### src/rtl/seg_pkg.sv
// Shared types and constants for the SDRAM frame loader.
package seg_pkg;

    localparam int PIX_W  = 24;
    localparam int BYTE_W = 8;
    localparam int WORD_W = 32;

    // Loader control states; the encoding is also visible on dbg_state.
    typedef enum logic [2:0] {
        IDLE  = 3'd0,
        ISSUE = 3'd1,
        WAIT  = 3'd2,
        FILL  = 3'd3,
        DONE  = 3'd4
    } loader_state_t;

    // Number of 32-bit words holding a packed RGB888 frame of w x h pixels.
    function automatic int nwords(input int w, input int h);
        return (w * h * 3) / 4;
    endfunction

endpackage

### src/rtl/byte_unpacker.sv
// Byte buffer that turns MSB-first 32-bit words into 24-bit {R,G,B} pixels
// and holds the pixel output register with its frame/line markers.
//
// Output handshake: a pixel transfers on every rising edge where pix_valid_o
// and pix_ready_i are both high. While pix_valid_o is high and pix_ready_i is
// low, pix_data_o and the markers hold their values.
module byte_unpacker
    import seg_pkg::*;
#(
    parameter int IMG_W = 224,
    parameter int IMG_H = 224
) (
    input  logic              clk,
    input  logic              reset_n,
    input  logic              clear_i,
    input  logic              push_i,
    input  logic [WORD_W-1:0] push_data_i,
    output logic [3:0]        count_o,
    output logic              handshake_o,
    output logic [PIX_W-1:0]  pix_data_o,
    output logic              pix_valid_o,
    input  logic              pix_ready_i,
    output logic              pix_sof_o,
    output logic              pix_eol_o,
    output logic              pix_eof_o
);

    localparam int X_W = $clog2(IMG_W + 1);
    localparam int Y_W = $clog2(IMG_H + 1);

    // Oldest byte sits in bytes_q[63:56]; bytes beyond the count are zero.
    logic [63:0]      bytes_q, bytes_d, bytes_pop;
    logic [3:0]       cnt_q, cnt_d, cnt_pop;
    logic [PIX_W-1:0] pix_q;
    logic             valid_q;
    logic [X_W-1:0]   x_q;
    logic [Y_W-1:0]   y_q;
    logic             hs;
    logic             pop;

    // Pop three bytes into the output register first, then append a captured
    // word behind whatever remains, so push and pop in one cycle net +1.
    always_comb begin
        hs        = valid_q && pix_ready_i;
        pop       = (!valid_q || pix_ready_i) && (cnt_q >= 4'd3);
        bytes_pop = pop ? (bytes_q << 24) : bytes_q;
        cnt_pop   = pop ? (cnt_q - 4'd3) : cnt_q;
        bytes_d   = bytes_pop;
        cnt_d     = cnt_pop;
        if (push_i) begin
            bytes_d = bytes_pop | ({push_data_i, 32'h0} >> {cnt_pop, 3'b000});
            cnt_d   = cnt_pop + 4'd4;
        end
    end

    // Buffer, output register and the handshake-driven x/y position.
    always_ff @(posedge clk or negedge reset_n) begin
        if (!reset_n) begin
            bytes_q <= '0;
            cnt_q   <= '0;
            pix_q   <= '0;
            valid_q <= 1'b0;
            x_q     <= '0;
            y_q     <= '0;
        end else if (clear_i) begin
            bytes_q <= '0;
            cnt_q   <= '0;
            pix_q   <= '0;
            valid_q <= 1'b0;
            x_q     <= '0;
            y_q     <= '0;
        end else begin
            bytes_q <= bytes_d;
            cnt_q   <= cnt_d;
            if (pop) begin
                pix_q   <= bytes_q[63:40];
                valid_q <= 1'b1;
            end else if (hs) begin
                valid_q <= 1'b0;
            end
            if (hs) begin
                if (x_q == X_W'(IMG_W - 1)) begin
                    x_q <= '0;
                    y_q <= (y_q == Y_W'(IMG_H - 1)) ? '0 : y_q + 1'b1;
                end else begin
                    x_q <= x_q + 1'b1;
                end
            end
        end
    end

    assign count_o     = cnt_q;
    assign handshake_o = hs;
    assign pix_data_o  = pix_q;
    assign pix_valid_o = valid_q;
    assign pix_sof_o   = valid_q && (x_q == '0) && (y_q == '0);
    assign pix_eol_o   = valid_q && (x_q == X_W'(IMG_W - 1));
    assign pix_eof_o   = valid_q && (x_q == X_W'(IMG_W - 1)) && (y_q == Y_W'(IMG_H - 1));

endmodule

### src/rtl/sdram_image_loader.sv
// Reads one packed RGB888 frame from SDRAM, one word in flight at a time,
// and streams it out as 24-bit pixels through byte_unpacker.
module sdram_image_loader
    import seg_pkg::*;
#(
    parameter int IMG_W      = 224,
    parameter int IMG_H      = 224,
    parameter int BASE_ADDR  = 0,
    parameter int ADDR_W     = 20,
    parameter int RD_LATENCY = 1
) (
    input  logic              clk,
    input  logic              reset_n,
    input  logic              start,
    output logic              busy,
    output logic              done,
    output logic [ADDR_W-1:0] sdram_addr,
    input  logic [WORD_W-1:0] sdram_data,
    output logic              sdram_we_n,
    output logic              sdram_cs_n,
    output logic              sdram_ras_n,
    output logic              sdram_cas_n,
    output logic [PIX_W-1:0]  pix_data,
    output logic              pix_valid,
    input  logic              pix_ready,
    output logic              pix_sof,
    output logic              pix_eol,
    output logic              pix_eof,
    output logic [2:0]        dbg_state
);

    localparam int NWORDS = nwords(IMG_W, IMG_H);
    localparam int IDX_W  = $clog2(NWORDS + 1);
    localparam logic [IDX_W-1:0]  NWORDS_L = IDX_W'(NWORDS);
    localparam logic [ADDR_W-1:0] BASE_A   = ADDR_W'(BASE_ADDR);
    localparam logic [2:0]        LAT_L    = 3'(RD_LATENCY);

    // Frames must split evenly into 32-bit words and the latency counter is 3 bits.
    if ((IMG_W * IMG_H) % 4 != 0) begin : g_bad_frame_size
        $error("sdram_image_loader: IMG_W*IMG_H must be divisible by 4");
    end
    if (RD_LATENCY < 1 || RD_LATENCY > 4) begin : g_bad_latency
        $error("sdram_image_loader: RD_LATENCY must be in 1..4");
    end

    loader_state_t     state_q;
    logic [IDX_W-1:0]  word_idx_q;
    logic [2:0]        lat_q;
    logic              busy_q;
    logic              done_q;
    logic [ADDR_W-1:0] addr_q;
    logic              cmd_q;

    logic              clear;
    logic              push;
    logic [3:0]        count;
    logic              hs;

    // A new frame empties the unpacker; a word is captured RD_LATENCY edges
    // after the command edge.
    always_comb begin
        clear = (state_q == IDLE) && start;
        push  = (state_q == WAIT) && (lat_q == LAT_L);
    end

    // Loader FSM with registered strobes, address, busy and done.
    always_ff @(posedge clk or negedge reset_n) begin
        if (!reset_n) begin
            state_q    <= IDLE;
            word_idx_q <= '0;
            lat_q      <= '0;
            busy_q     <= 1'b0;
            done_q     <= 1'b0;
            addr_q     <= '0;
            cmd_q      <= 1'b0;
        end else begin
            done_q <= 1'b0;
            case (state_q)
                IDLE: begin
                    if (start) begin
                        word_idx_q <= '0;
                        busy_q     <= 1'b1;
                        addr_q     <= BASE_A;
                        cmd_q      <= 1'b1;
                        state_q    <= ISSUE;
                    end
                end
                ISSUE: begin
                    cmd_q   <= 1'b0;
                    lat_q   <= 3'd1;
                    state_q <= WAIT;
                end
                WAIT: begin
                    if (lat_q == LAT_L) begin
                        word_idx_q <= word_idx_q + 1'b1;
                        state_q    <= FILL;
                    end else begin
                        lat_q <= lat_q + 3'd1;
                    end
                end
                FILL: begin
                    // Room for another word is guaranteed once four or fewer bytes remain.
                    if (word_idx_q < NWORDS_L && count <= 4'd4) begin
                        addr_q  <= BASE_A + ADDR_W'(word_idx_q);
                        cmd_q   <= 1'b1;
                        state_q <= ISSUE;
                    end else if (word_idx_q == NWORDS_L && count == 4'd0 && hs && pix_eof) begin
                        done_q  <= 1'b1;
                        state_q <= DONE;
                    end
                end
                DONE: begin
                    busy_q  <= 1'b0;
                    state_q <= IDLE;
                end
                default: state_q <= IDLE;
            endcase
        end
    end

    byte_unpacker #(
        .IMG_W (IMG_W),
        .IMG_H (IMG_H)
    ) u_unpacker (
        .clk         (clk),
        .reset_n     (reset_n),
        .clear_i     (clear),
        .push_i      (push),
        .push_data_i (sdram_data),
        .count_o     (count),
        .handshake_o (hs),
        .pix_data_o  (pix_data),
        .pix_valid_o (pix_valid),
        .pix_ready_i (pix_ready),
        .pix_sof_o   (pix_sof),
        .pix_eol_o   (pix_eol),
        .pix_eof_o   (pix_eof)
    );

    assign busy        = busy_q;
    assign done        = done_q;
    assign sdram_addr  = addr_q;
    assign sdram_we_n  = 1'b1;
    assign sdram_cs_n  = ~cmd_q;
    assign sdram_ras_n = ~cmd_q;
    assign sdram_cas_n = ~cmd_q;
    assign dbg_state   = state_q;

endmodule

### config.mk
export PLATFORM = sky130hd
export DESIGN_NAME = sdram_image_loader
export DESIGN_NICKNAME = d
export VERILOG_FILES = /design/src/rtl/seg_pkg.sv /design/src/rtl/byte_unpacker.sv /design/src/rtl/sdram_image_loader.sv
export SDC_FILE = /design/constraint.sdc
export NUM_CORES = 1
export LEC_CHECK = 0
export ABC_CLOCK_PERIOD_IN_PS = 6300
export CAP_MARGIN = 20
export CORE_ASPECT_RATIO = 1.25
export CORE_MARGIN = 2
export CORE_UTILIZATION = 60
export CTS_CLUSTER_DIAMETER = 200
export DETAILED_ROUTE_END_ITERATION = 8
export GPL_ROUTABILITY_DRIVEN = 0
export PLACE_DENSITY = 0.91
export SLEW_MARGIN = 10
export SYNTH_ARGS = -nofsm -noshare
export SYNTH_HDL_FRONTEND = slang
export SYNTH_SLANG_ARGS = --single-unit
### constraint.sdc
create_clock -name clk -period 6.3 [get_ports clk]
set_clock_uncertainty 0.05 [all_clocks]
set_input_delay 0.945 -clock clk [delete_from_list [all_inputs] [get_ports clk]]
set_output_delay 0.945 -clock clk [all_outputs]
set_load 0.03 [all_outputs]
* Word level (Yosys, flattened, before mapping)
Index checks and enable logic that the tools add are counted.
W data, S select, Z words.
** Storage, ports and cells
- Memories kept :: 0
- Latch bits :: 0
- Memory bits (writable) :: 0
- Bits in read-only memories :: 0
- Output and inout bits :: 57
- Register bits :: 154
** Operators by class
- Mux-type cells :: 38
- $mul :: 0
- Shifts and indexed selects :: 1
- Div/mod/pow operators :: 0
- Magnitude comparators :: 3
- Reductions and logical operators :: 34
- Add/subtract/negate cells :: 6
- Eq/ne operators :: 13
- Bitwise logic cells :: 2
** Operators by type and width (count)
- $mux W64 :: 3
- $or A64 B64 Y64 :: 1
- $shr A64 B7 Y64 :: 1
- $mux W8 :: 7
- $mux W24 :: 2
- $mux W20 :: 2
- $pmux W20 S2 :: 1
- $mux W16 :: 2
- $pmux W16 S2 :: 1
- $add A16 B1 Y16 const B :: 1
- $add A8 B1 Y8 const B :: 2
- $eq A16 B16 Y1 const B :: 1
- $eq A8 B8 Y1 const B :: 2
- $logic_not A8 Y1 :: 2
- $lt A16 B16 Y1 const B :: 1
- $mux W3 :: 5
- $reduce_bool A2 Y1 :: 7
- $logic_and A1 B1 Y1 :: 12
- $mux W4 :: 3
- $pmux W3 S4 :: 1
- $reduce_and A3 Y1 :: 4
- $mux W1 :: 8
- $eq A3 B1 Y1 const B :: 2
- $eq A3 B2 Y1 const B :: 2
- other kinds (19) :: 24

* Depth between registers and ports, before layout
Gate-level depths: netlist of the first run.
- Depth after elaboration :: 8
- Mapped depth :: 10
- Gate-level depth less buffers :: 7

* By module
Synthesis of the first run repeated with hierarchy kept, for this count alone.
** Second synthesis, totals
- Cells, all modules :: 929
- Area total of the unflattened synthesis :: 8767.2 um2
** By module, submodules not included
- byte_unpacker :: seq. area each 2727.6 um2, instances 1, cells each 694, area each 6518.8 um2
- sdram_image_loader :: seq. area each 1026.0 um2, instances 1, cells each 235, area each 2248.4 um2

* Least setup slack after synthesis of the first run
No wires, ideal clock.
- Kind :: reg-to-reg
- From :: register u_unpacker.cnt_q[0] (netlist: u_unpacker.count_o[0])
- To :: register u_unpacker.bytes_q[24]
- Arrival time :: 2506 ps
- Clock period less this slack :: 2642 ps
- Path buffers :: 2
- Slack :: 3658 ps
- Cell stages (with the launch flop) :: 9
- Cells stage by stage :: dfrtp_1 inv_1 clkbuf_1 ha_1 buf_2 or4_4 a2111oi_4 a211oi_1 nor3_1
** On the way
- Cells in the longest elaborated chain, start to end :: 7
- Elaborated cells on any way between the ends :: 9
- Those cells by class :: add/sub (1); order compare (1); shift (1); mux (4); bitwise (1); reduce/logical (1)
** Ends and longest elaborated chain
- start: declaration :: RTL line byte_unpacker.sv:33 : logic [3:0] cnt_q, cnt_d, cnt_pop;
- start signal: assignment :: RTL line byte_unpacker.sv:74 : cnt_q <= cnt_d;
- $ge A4 B2 Y1 :: RTL line byte_unpacker.sv:45 : pop = (!valid_q || pix_ready_i) && (cnt_q >= 4'd3);
- $logic_and A1 B1 Y1 :: RTL line byte_unpacker.sv:45
- $mux W4 :: RTL line byte_unpacker.sv:47 : cnt_pop = pop ? (cnt_q - 4'd3) : cnt_q;
- $shr A64 B7 Y64 :: RTL line byte_unpacker.sv:51 : bytes_d = bytes_pop | ({push_data_i, 32'h0} >> {cnt_pop, 3'b000});
- $or A64 B64 Y64 :: RTL line byte_unpacker.sv:51
- $mux W64 (*) :: RTL line byte_unpacker.sv:50 : if (push_i) begin
- $mux W64 (*) :: RTL line byte_unpacker.sv:65 : end else if (clear_i) begin
- end signal: assignment :: RTL line byte_unpacker.sv:73 : bytes_q <= bytes_d;
- end: declaration :: RTL line byte_unpacker.sv:32 : logic [63:0] bytes_q, bytes_d, bytes_pop;
Mark *: on every way between the ends. The rest lies on a longest branch, timed or not.
A chain may end at the register's enable or synchronous reset.

* Worst setup path in the final report of the first run
Ends and elaborated chain as after synthesis.

==> results of run 1 <==
[cells in the final DEF (no fill, tap or decap), drive strengths merged, types with 8 or more instances in the layout]
| cell | n |
|---|---|
| nor2 | 56 |
| a31oi | 45 |
| mux2i | 35 |
| clkbuf | 21 |
| o21ai | 43 |
| nor2b | 23 |
| a2111oi | 11 |
| mux4 | 16 |
| xor2 | 14 |
| o211ai | 41 |
| a21oi | 59 |
| nor3 | 16 |
| nand4 | 14 |
| nand2 | 155 |
| a211oi | 11 |
| nand3 | 23 |
| ha | 10 |
| a22oi | 8 |
| a21bo | 8 |
| nand2b | 12 |
| inv | 49 |
| buf | 14 |
| dfrtp | 150 |
| and3 | 23 |
| clkdlybuf4s50 | 86 |
| mux2 | 25 |
| a21boi | 16 |
[power groups by stage]
stage / registers, uW / logic [uW] / clock network (uW)
floorplan: 1520 / 1890 / 0
global placement: 1470 / 2480 / 0
detailed placement: 1480 / 2570 / 0
CTS: 1470 / 2630 / 1070
global route: 1510 / 2870 / 1120
finish: 1480 / 2680 / 1070
[metrics by stage]
step	setup slack, ns	hold slack (ns)
2_1_floorplan	3.66	0.417
3_3_place_gp	2.58	0.436
3_5_place_dp	2.50	0.447
4_1_cts	2.67	0.461
5_1_grt	2.41	0.480
6_report	2.63	0.459
[registers in the layout (all words and copies together), names as in the netlist, 4 cells and up]
name,flops
sdram_addr,16
u_unpacker.bytes_q,64
u_unpacker.count_o,4
u_unpacker.pix_data_o,24
u_unpacker.x_q,8
u_unpacker.y_q,8
word_idx_q,16
[logic make-up (layout without fill, tap and decap cells)]
kind of cell | count (synthesis) | after routing | synth area share [%]
adders and majority gates | 10 | 10 | 1.38
muxes | 76 | 76 | 11.0
AOI/OAI and AO/OA | 259 | 259 | 19.1
DFF | 150 | 150 | 41.5
other | 2 | 5 | 0.0831
and+or+nand+nor | 353 | 353 | 18.8
xor gates and xnor gates | 18 | 18 | 1.74
buffers and inverters | 125 | 179 | 6.35
[worst max-delay path, cell delays in order (launching register included)]
cell	delay, ns
sky130_fd_sc_hd__dfrtp_1	0.76
sky130_fd_sc_hd__inv_1	0.49
sky130_fd_sc_hd__ha_1	0.41
sky130_fd_sc_hd__buf_4	0.28
sky130_fd_sc_hd__or4_4	0.61
sky130_fd_sc_hd__a2111oi_4	0.60
sky130_fd_sc_hd__a211oi_1	0.17
sky130_fd_sc_hd__nor3_1	0.21
[per-layer routing]
| metal | routed length (um) | up-vias | track usage [%] |
|---|---|---|---|
| li1 | - | 3633 | - |
| met1 | 9600 | 3961 | 42.7 |
| met2 | 11700 | 563 | 48.3 |
| met3 | 2660 | 95 | 8.13 |
| met4 | 828 | 0 | 14.9 |
| met5 | 0 | - | 0 |
[layout make-up]
class                      count  area, um^2  area share [%]
clock inverter                10         144            1.37
multi-input combinational    721        4760            45.3
timing repair buffer         100         970            9.23
clock buffer                  21         470            4.48
sequential                   150        3750            35.7
tap                          182         228            2.17
inverter                      48         180            1.72
[worst max-delay path by stage]
| stage | startpoint | endpoint | slack [ns] | cells after the start |
|---|---|---|---|---|
| after global placement | pix_ready | u_unpacker.bytes_q[14]$_DFF_PN0_ | 2.58 | 6 |
| final | u_unpacker.count_o[0]$_DFF_PN0_ | u_unpacker.bytes_q[24]$_DFF_PN0_ | 2.63 | 7 |
| after detailed placement | pix_ready | u_unpacker.bytes_q[8]$_DFF_PN0_ | 2.50 | 6 |
| after global routing | u_unpacker.count_o[0]$_DFF_PN0_ | u_unpacker.bytes_q[24]$_DFF_PN0_ | 2.41 | 7 |
| after floorplan | u_unpacker.count_o[0]$_DFF_PN0_ | u_unpacker.bytes_q[24]$_DFF_PN0_ | 3.66 | 8 |
| after CTS | u_unpacker.count_o[0]$_DFF_PN0_ | u_unpacker.bytes_q[24]$_DFF_PN0_ | 2.67 | 7 |
==> implementation parameters, run 1 <==
Parameter                              Value

Layout
  Antenna Diode Count    0
  Final core occ    between 70% and 80%
  Number of cells in the finished layout apart from fillers    1232
  Final cell area excluding filler cells    around 11000 um^2
  Number of nets in the final layout    1084
  Number of filler cells placed in the layout    between 900 and 1000
  Fraction of final layout cells sized beyond drive strength 1    about 11%
  Syn-to-layout area delta    16.2%

Job
  Max Cap Violations    0

Worst hold path
  Worst Hold End    u_unpacker.bytes_q[0]$_DFF_PN0_
  Class of the tightest hold or removal check    reg -> reg
  Number of cells traversed by the worst hold path    2
  Hold wc startpoint    u_unpacker.bytes_q[0]$_DFF_PN0_

Synth
  Count of state elements after synthesis    150
  Primary flip-flop cell chosen by synthesis mapping    sky130_fd_sc_hd__dfrtp_1
  Async set-reset flop share out of synthesis    100%
  Syn_area_per_cell    9.10 um^2
  Post-synth EDFFs    0
  Part of the Yosys area used for sequential elements    41.5%
  Post-synthesis cell type with the largest combined area    sky130_fd_sc_hd__dfrtp_1
  Synth area leaders    sky130_fd_sc_hd__dfrtp_1, sky130_fd_sc_hd__nand2_1, sky130_fd_sc_hd__mux4_2
  Portion of synthesized cell area occupied by the leading cell type    41.5%
  Count of mapped cells out of synthesis    993
  Number of unique standard cell types used by synthesis    68
  Syn. warnings    0
  Most used standard cells in the synthesized netlist    sky130_fd_sc_hd__nand2_1, sky130_fd_sc_hd__dfrtp_1, sky130_fd_sc_hd__a21oi_1
  Top-count cell post-synth    sky130_fd_sc_hd__nand2_1
  Post-synthesis instance area    9040 um^2

GRT
  Vias in the first global route    7939
  Total global routing track utilization    about a third
  Initial antenna violation count    0
  Largest net degree at the start of global routing    90
  Wire length of the first global-routing pass    40500 um
  Overflow left after global routing    0

Timing
  Max-slew headroom at the worst pin    26.8%
  Shortest period the worst path allows    approximately 3.7 ns
  Fraction of the cycle the final worst path needs    58.3%
  Final number of max-transition violations    0
  RSZ-0062 raised after global routing    false
  Final-report setup violation count    0
  Tightest Pin Transition    1.10 ns
  Setup Total Neg Slack    0 ns
  Final Hold Violating Endpoints    0
  Timing-limited maximum frequency    roughly 0.27 GHz

Pwr
  Leakage    approximately 0.0044 uW
  Power after layout    5230 uW
  Switching share of total power    44.6%
  Power per Cell Area    498 nW/um^2
  Comb pwr share    51.2%
  Clock network fraction of total power    20.4%
  Worst VDD drop    between 0.4 and 0.5 mV
  Internal power consumption    2900 uW
  Sequential share of power    28.4%
  Switching power    about 2300 uW

Clock tree
  Num CTS Buffers    17
  Worst-skew pair later-pin latency    approximately 0.44 ns
  Count of instances resized after the clock tree is built    0
  Post-CTS Hold Fix Bufs    0
  Worst-path clk slew    0.06 ns
  Max Buffers Root-to-Sink    2
  CTS tree    yes
  CTS H-Tree Depth    4
  Number of buffers inserted to repair setup after CTS    0
  # clock sinks    150
  Clk Tree Root Cell    sky130_fd_sc_hd__clkbuf_16

Routing
  Final antenna-violating net count    0
  Number of detailed-routing iterations run before antenna repair    5
  Drt drc    0
  Detail-routed net length per standard cell    20.1 um
  Routed WL    ~25000 um
  Vias after detailed routing    8252
  Number of vias per cell    6.70
  Drt initial violations    871

Floorplan
  Core footprint    14800 um^2
  Die height    approximately 140 um
  Horiz. Die Dim    114 um
  Starting Density    61.0%
  Number of rows created at floorplan    50
  Total Die Area    16100 um^2
  IO Pins    93

Place
  Cell area reported after detailed placement    between 9000 and 10000 um^2
  Placed Cells    1201
  Detailed placer's ending HPWL    15300 um
  Quantity of I/O buffers inserted on ports    87

Critical path
  Critical Setup Path Class    reg -> reg
  Biggest fanout along the worst timing path    36
  Worst reg-to-reg path cell count    7
  Required arrival time at the worst endpoint    approximately 6.6 ns
  CP Launch Type    register
  Flop2flop setup slack    2.63 ns
  Kind of end point of the critical path    register
  Reg2reg start    u_unpacker.count_o[0]$_DFF_PN0_
  Worst path arrival time    3.97 ns
  RR Endpoint    u_unpacker.bytes_q[24]$_DFF_PN0_

Run status
  Status    finished clean
(Power assumes the default switching activity.)
==> run 2, diff against run 1 <==
Settings changed: ABC_CLOCK_PERIOD_IN_PS 6300 to 3450, CORE_UTILIZATION 60 to 58, PLACE_DENSITY 0.91 to 0.88.
Clock period 6.3 ns to 3.45 ns, I/O delays scaled along.
==> run 2 against run 1 <==
Effect of this change: sequential share of layout area fell by 0.35 points; combinational power rose by 80%; global-route usage fell by 3.2 points; routed wire length fell by 7.5%; critical path depth fell by 2; first-iteration DRC count rose by 6.2%; sequential power rose by 80%; critical endpoint is now pix_eof; largest cell class unchanged; largest power group unchanged.
==> implementation parameters, run 2 (synthesis gave the netlist of run 1 again) <==
Parameter                              Value

Run status
  Status    finished clean

Timing
  Slack of the critical path    0.421 ns (-2.21 ns)
  Max-slew headroom at the worst pin    46.9% (+20 points)
  Final-report setup violation count    0 (unchanged)
  RSZ-0062 raised after global routing    false
  Timing-limited maximum frequency    0.330 GHz
  Shortest period the worst path allows    3.03 ns
  Setup Total Neg Slack    0 ns (unchanged)
  Final Hold Violating Endpoints    0 (unchanged)
  Fraction of the cycle the final worst path needs    87.8%
  Final number of max-transition violations    0 (unchanged)
  Tightest Pin Transition    0.795 ns (-0.300 ns)

GRT
  Overflow left after global routing    0 (unchanged)
  Largest net degree at the start of global routing    64 (-29%)
  Wire length of the first global-routing pass    37800 um (-6.7%)
  Vias in the first global route    7505 (-5.5%)
  Initial antenna violation count    0 (unchanged)
  Total global routing track utilization    28.6% (-3.2 points)

Critical path
  Largest delay contributor family on the critical path    buffers and inverters
  Max stage delay on crit path    0.66 ns (-0.10 ns)
  Worst reg-to-reg path cell count    9 (+2)
  RR Endpoint    u_unpacker.bytes_q[12]$_DFF_PN0_
  Crit-path cells    ha_1 -> and4b_1 -> and3_2 -> and2_1 -> clkdlybuf4s50_1
  Critical Setup Path Class    reg -> out
  Number of buffer and inverter stages on the critical path    1 (-1)
  Biggest fanout along the worst timing path    8 (-78%)
  Reg2reg start    u_unpacker.count_o[0]$_DFF_PN0_
  Required arrival time at the worst endpoint    2.88 ns (-3.72 ns)
  Flop2flop setup slack    0.58 ns (-2.05 ns)
  CP Launch Type    register
  Library cell contributing the largest single delay on the critical path    sky130_fd_sc_hd__clkdlybuf4s50_1
  Kind of end point of the critical path    output port
  Worst path arrival time    2.46 ns (-1.51 ns)

Routing
  Number of detailed-routing iterations run before antenna repair    6 (+1)
  Final antenna-violating net count    0 (unchanged)
  Number of vias per cell    6.28 (-6.3%)
  Detail-routed net length per standard cell    18.1 um (-10%)
  Vias after detailed routing    7972 (-3.4%)
  Drt drc    0 (unchanged)
  Routed WL    22900 um (-7.5%)
  Drt initial violations    925 (+6.2%)

Floorplan
  Total Die Area    16600 um^2 (+3.3%)
  Core footprint    15400 um^2 (+4.2%)
  Starting Density    58.5% (-2.4 points)
  Horiz. Die Dim    116 um (+1.7%)
  IO Pins    93 (unchanged)
  Number of rows created at floorplan    51 (+2.0%)
  Die height    144 um (+1.7%)

Clock tree
  Clk Tree Root Cell    sky130_fd_sc_hd__clkbuf_16
  Max Buffers Root-to-Sink    2 (unchanged)
  Worst-skew pair later-pin latency    0.42 ns (-0.02 ns)
  Number of buffers inserted to repair setup after CTS    0 (unchanged)
  CTS H-Tree Depth    4 (unchanged)
  CTS tree    yes
  Num CTS Buffers    17 (unchanged)
  Worst-path clk slew    0.06 ns (about the same)
  Count of instances resized after the clock tree is built    0 (unchanged)
  Post-CTS Hold Fix Bufs    0 (unchanged)
  # clock sinks    150 (unchanged)

Layout
  Number of filler cells placed in the layout    1113 (+12%)
  Final cell area excluding filler cells    10600 um^2 (+1.0%)
  Antenna Diode Count    0 (unchanged)
  Syn-to-layout area delta    17.4%
  Number of nets in the final layout    1092 (+0.74%)
  Register with the highest flop count    u_unpacker.bytes_q
  Flip-flop count of the largest register, all copies and words added    64 (unchanged)
  Number of cells in the finished layout apart from fillers    1270 (+3.1%)
  Most frequent cells in the layout    sky130_fd_sc_hd__nand2_1, sky130_fd_sc_hd__dfrtp_1, sky130_fd_sc_hd__clkdlybuf4s50_1
  Most common library cell in the layout ignoring fill and taps    sky130_fd_sc_hd__nand2_1
  Fraction of final layout cells sized beyond drive strength 1    11.5% (+0.77 points)
  Final core occ    68.7% (-2.1 points)

Pwr
  Clock network fraction of total power    20.3% (about the same)
  Internal power consumption    5300 uW (+83%)
  Leakage    0.00444 uW (+0.97%)
  Switching share of total power    43.5% (-1.1 points)
  Sequential share of power    28.3% (about the same)
  Power per Cell Area    885 nW/um^2 (+78%)
  Comb pwr share    51.4% (+0.2 points)
  Worst VDD drop    0.728 mV (+58%)
  Switching power    4090 uW (+75%)

Place
  Pre-CTS setup slack    0.564 ns (-1.94 ns)
  Placed Cells    1239 (+3.2%)
  Cell area reported after detailed placement    10000 um^2 (+1.1%)
  Quantity of I/O buffers inserted on ports    87 (unchanged)
  Detailed placer's ending HPWL    15300 um (about the same)

Worst hold path
  Class of the tightest hold or removal check    in -> async

Job
  Max Cap Violations    0 (unchanged)
[run 2: changes by cell type in the layout (fill, tap and decap cells not counted)]
cell and change:
sky130_fd_sc_hd__buf_4 +7, sky130_fd_sc_hd__clkinv_4 +2, sky130_fd_sc_hd__buf_12 +1, sky130_fd_sc_hd__clkbuf_8 -1, sky130_fd_sc_hd__clkinv_2 +1, sky130_fd_sc_hd__clkinvlp_4 -1, sky130_fd_sc_hd__inv_6 -1, sky130_fd_sc_hd__nor2_1 -1
sky130_fd_sc_hd__nor2_2 +1
[run 2: through the flow]
| step | total power (uW) | hold WS [ns] |
|---|---|---|
| after CTS | 9350 | 0.0248 |
| after global routing | 9950 | 0.0422 |
| after floorplan | 6230 | 0.172 |
| after detailed placement | 7390 | 0.454 |
| final | 9390 | 0.00504 |
| after global placement | 7210 | 0.439 |
[run 2: power groups by stage]
stage / logic (uW) / clock network, uW / registers [uW]
2_1_floorplan: 3450 / 0 / 2780
3_3_place_gp: 4570 / 0 / 2640
3_5_place_dp: 4730 / 0 / 2660
4_1_cts: 4780 / 1930 / 2640
5_1_grt: 5230 / 2010 / 2710
6_report: 4820 / 1910 / 2660
[run 2: cell type report]
class,count,area [um^2],share of cell area [%]
Clock buffer,20,457,4.30
Clock inverter,11,150,1.42
Inverter,48,180,1.70
Multi-Input combinational cell,721,4760,44.9
Sequential cell,150,3750,35.4
Tap cell,212,265,2.50
Timing Repair Buffer,108,1040,9.82
[run 2: worst max path at each step]
| stage | slack (ns) | startpoint | to | depth (start not counted) |
|---|---|---|---|---|
| after floorplan | 0.81 | u_unpacker.count_o[0]$_DFF_PN0_ | u_unpacker.bytes_q[24]$_DFF_PN0_ | 8 |
| after global placement | 0.63 | pix_ready | u_unpacker.bytes_q[10]$_DFF_PN0_ | 6 |
| after detailed placement | 0.56 | pix_ready | u_unpacker.bytes_q[8]$_DFF_PN0_ | 6 |
| after CTS | 0.43 | u_unpacker.x_q[0]$_DFFE_PN0P_ | pix_eof | 5 |
| after global routing | 0.34 | u_unpacker.x_q[0]$_DFFE_PN0P_ | pix_eof | 5 |
| final | 0.42 | u_unpacker.x_q[0]$_DFFE_PN0P_ | pix_eof | 5 |
[run 2: routing by layer]
metal  vias to the layer above  GRT usage [%]  part of all wire (%)
met5                         -              0                     0
met4                         0           8.21                   1.6
met3                        40           5.53                   8.3
met2                       422           44.9                    48
met1                      3850           40.6                    42
li1                       3660              -                     -
==> run 3, diff against run 2 <==
Settings changed: GPL_ROUTABILITY_DRIVEN 0 to unset.
==> run 3 against run 2 <==
Effect of this change: die area stayed put; sequential share of layout area is 0.21 points lower; maximum frequency is 0.26% higher; total power is 1.7% higher; design area is 0.59% higher; utilization is 0.41 points higher; clock power is 5% higher; flip-flop and latch count stayed put; routed wire length is 0.35% higher; register-to-register slack better by 0.03 ns; critical path depth stayed put; first-iteration DRC count is 17% lower; critical endpoint unchanged; largest power group unchanged.
==> implementation parameters, run 3 (synthesis gave the netlist of run 1 again) <==
Parameter                              Value

Routing
  Vias after detailed routing    7929 (-0.54%)
  Wire length on met1    9810 um (+1.3%)
  Number of vias per cell    6.23 (-0.70%)
  Uppermost metal layer occupied by signal nets    met4
  Routed WL    23000 um (+0.35%)
  Number of detailed-routing iterations run before antenna repair    6 (unchanged)
  Met3 wire len    1750 um (-8.1%)
  Final antenna-violating net count    0 (unchanged)
  Routed length on met2    11000 um (about the same)
  Drt initial violations    764 (-17%)
  Detail-routed net length per standard cell    18.1 um (+0.19%)
  Drt drc    0 (unchanged)

Worst hold path
  Worst Hold End    u_unpacker.bytes_q[0]$_DFF_PN0_
  Number of cells traversed by the worst hold path    2
  Hold wc startpoint    u_unpacker.bytes_q[0]$_DFF_PN0_
  Class of the tightest hold or removal check    reg -> reg

Layout
  Syn-to-layout area delta    18.1%
  Antenna Diode Count    0 (unchanged)
  Final core occ    69.1% (+0.41 points)
  Most common library cell in the layout ignoring fill and taps    sky130_fd_sc_hd__nand2_1
  Register with the highest flop count    u_unpacker.bytes_q
  Flip-flop count of the largest register, all copies and words added    64 (unchanged)
  Fraction of final layout cells sized beyond drive strength 1    11.5% (-0.022 points)
  Most frequent cells in the layout    sky130_fd_sc_hd__nand2_1, sky130_fd_sc_hd__dfrtp_1, sky130_fd_sc_hd__clkdlybuf4s50_1
  Final cell area excluding filler cells    10700 um^2 (+0.59%)
  Number of nets in the final layout    1095 (+0.27%)

Floorplan
  Starting Density    58.5% (unchanged)
  Die height    144 um (unchanged)
  Horiz. Die Dim    116 um (unchanged)
  Core footprint    15400 um^2 (unchanged)
  Number of rows created at floorplan    51 (unchanged)
  Total Die Area    16600 um^2 (unchanged)
  IO Pins    93 (unchanged)

Timing
  Setup Total Neg Slack    0 ns (unchanged)
  Timing-limited maximum frequency    0.331 GHz (+0.26%)
  RSZ-0062 raised after global routing    false
  Final-report setup violation count    0 (unchanged)
  Final number of max-transition violations    0 (unchanged)
  Fraction of the cycle the final worst path needs    87.6% (-0.22 points)
  Tightest Pin Transition    0.803 ns (+0.00821 ns)
  Max-slew headroom at the worst pin    46.4% (-0.55 points)
  Final Hold Violating Endpoints    0 (unchanged)
  Shortest period the worst path allows    3.02 ns (-0.00770 ns)
  Slack of the critical path    0.429 ns (+0.00771 ns)

Place
  Detailed placer's ending HPWL    15200 um (-0.67%)
  Cell area reported after detailed placement    10000 um^2 (+0.20%)
  Quantity of I/O buffers inserted on ports    87 (unchanged)
  Global placement routability congestion    around 0.85
  Pre-CTS setup slack    0.575 ns (+0.0114 ns)

Critical path
  Worst reg-to-reg path cell count    9 (unchanged)
  Reg2reg start    u_unpacker.count_o[0]$_DFF_PN0_
  Worst path arrival time    2.45 ns (about the same)
  Library cell contributing the largest single delay on the critical path    sky130_fd_sc_hd__clkdlybuf4s50_1
  Largest delay contributor family on the critical path    buffers and inverters
  Crit-path cells    ha_1 -> and4b_1 -> and3_2 -> and2_1 -> clkdlybuf4s50_1
  Flop2flop setup slack    0.61 ns (+0.03 ns)
  Critical Setup Path Class    reg -> out
  Max stage delay on crit path    0.66 ns (about the same)
  Kind of end point of the critical path    output port
  CP Launch Type    register
  Biggest fanout along the worst timing path    8 (unchanged)
  Required arrival time at the worst endpoint    2.88 ns (about the same)
  Number of buffer and inverter stages on the critical path    1 (unchanged)
  RR Endpoint    u_unpacker.bytes_q[11]$_DFF_PN0_

Clock tree
  Clk Tree Root Cell    sky130_fd_sc_hd__clkbuf_16
  Worst-skew pair later-pin latency    0.43 ns (about the same)
  # clock sinks    150 (unchanged)
  CTS tree    yes
  Worst-path clk slew    0.06 ns (about the same)
  Post-CTS Hold Fix Bufs    1 (+1)
  CTS H-Tree Depth    4 (unchanged)
  Num CTS Buffers    17 (unchanged)
  Count of instances resized after the clock tree is built    0 (unchanged)
  Number of buffers inserted to repair setup after CTS    0 (unchanged)
  Max Buffers Root-to-Sink    2 (unchanged)

Pwr
  Power per Cell Area    895 nW/um^2 (+1.1%)
  Leakage    0.00448 uW (+0.82%)
  Power after layout    9550 uW (+1.7%)
  Worst VDD drop    0.746 mV (+2.5%)

GRT
  Wire length of the first global-routing pass    36900 um (-2.3%)
  Total global routing track utilization    28.1% (-0.51 points)
  Vias in the first global route    7330 (-2.3%)
  Initial antenna violation count    0 (unchanged)
  Largest net degree at the start of global routing    87 (+36%)
  Overflow left after global routing    0 (unchanged)

Job
  Max Cap Violations    0 (unchanged)

Run status
  Status    finished clean
-- run 3: tightest hold or removal path, stage by stage (launching register included) --
cell                      delay (ns)
sky130_fd_sc_hd__dfrtp_1        0.36
sky130_fd_sc_hd__nand2_1        0.05
sky130_fd_sc_hd__o21ai_0        0.06
-- run 3: worst max path at each step --
stage | start | endpoint | slack [ns] | cells after the start
after detailed placement | pix_ready | u_unpacker.bytes_q[11]$_DFF_PN0_ | 0.58 | 6
final | u_unpacker.x_q[0]$_DFFE_PN0P_ | pix_eof | 0.43 | 5
after global placement | pix_ready | u_unpacker.bytes_q[11]$_DFF_PN0_ | 0.63 | 6
after floorplan | u_unpacker.count_o[0]$_DFF_PN0_ | u_unpacker.bytes_q[24]$_DFF_PN0_ | 0.81 | 8
after global routing | u_unpacker.x_q[0]$_DFFE_PN0P_ | pix_eof | 0.32 | 5
after CTS | u_unpacker.x_q[0]$_DFFE_PN0P_ | pix_eof | 0.42 | 5
-- run 3: layout make-up --
| cell class | count | area (um^2) |
|---|---|---|
| fill | 1117 | 4770 |
| clock buffer | 22 | 484 |
| inverter | 48 | 180 |
| tap | 212 | 265 |
| clock inverter | 8 | 146 |
| sequential | 150 | 3750 |
| multi-input combinational | 721 | 4760 |
| timing repair buffer | 111 | 1080 |
-- run 3: power by group --
| part | internal, uW | switching (uW) | leakage, uW | total (uW) |
|---|---|---|---|---|
| sequential | 2250 | 411 | 0.00200 | 2660 |
| clock | 1280 | 729 | 0.000308 | 2010 |
| combinational | 1900 | 2980 | 0.00217 | 4890 |
| total | 5430 | 4120 | 0.00448 | 9550 |
-- run 3: metal layers --
metal / global-route usage, % / up-vias
li1: - / 3669
met1: 39.9 / 3843
met2: 43.4 / 373
met3: 5.86 / 44
met4: 8.65 / 0
met5: 0 / -
-- run 3: through the flow --
step                      cells  hold WS (ns)
after floorplan             996         0.172
after global placement     1240         0.399
after detailed placement   1240         0.405
after CTS                  1271         0.460
after global routing       1272         0.493
final                      1272         0.460
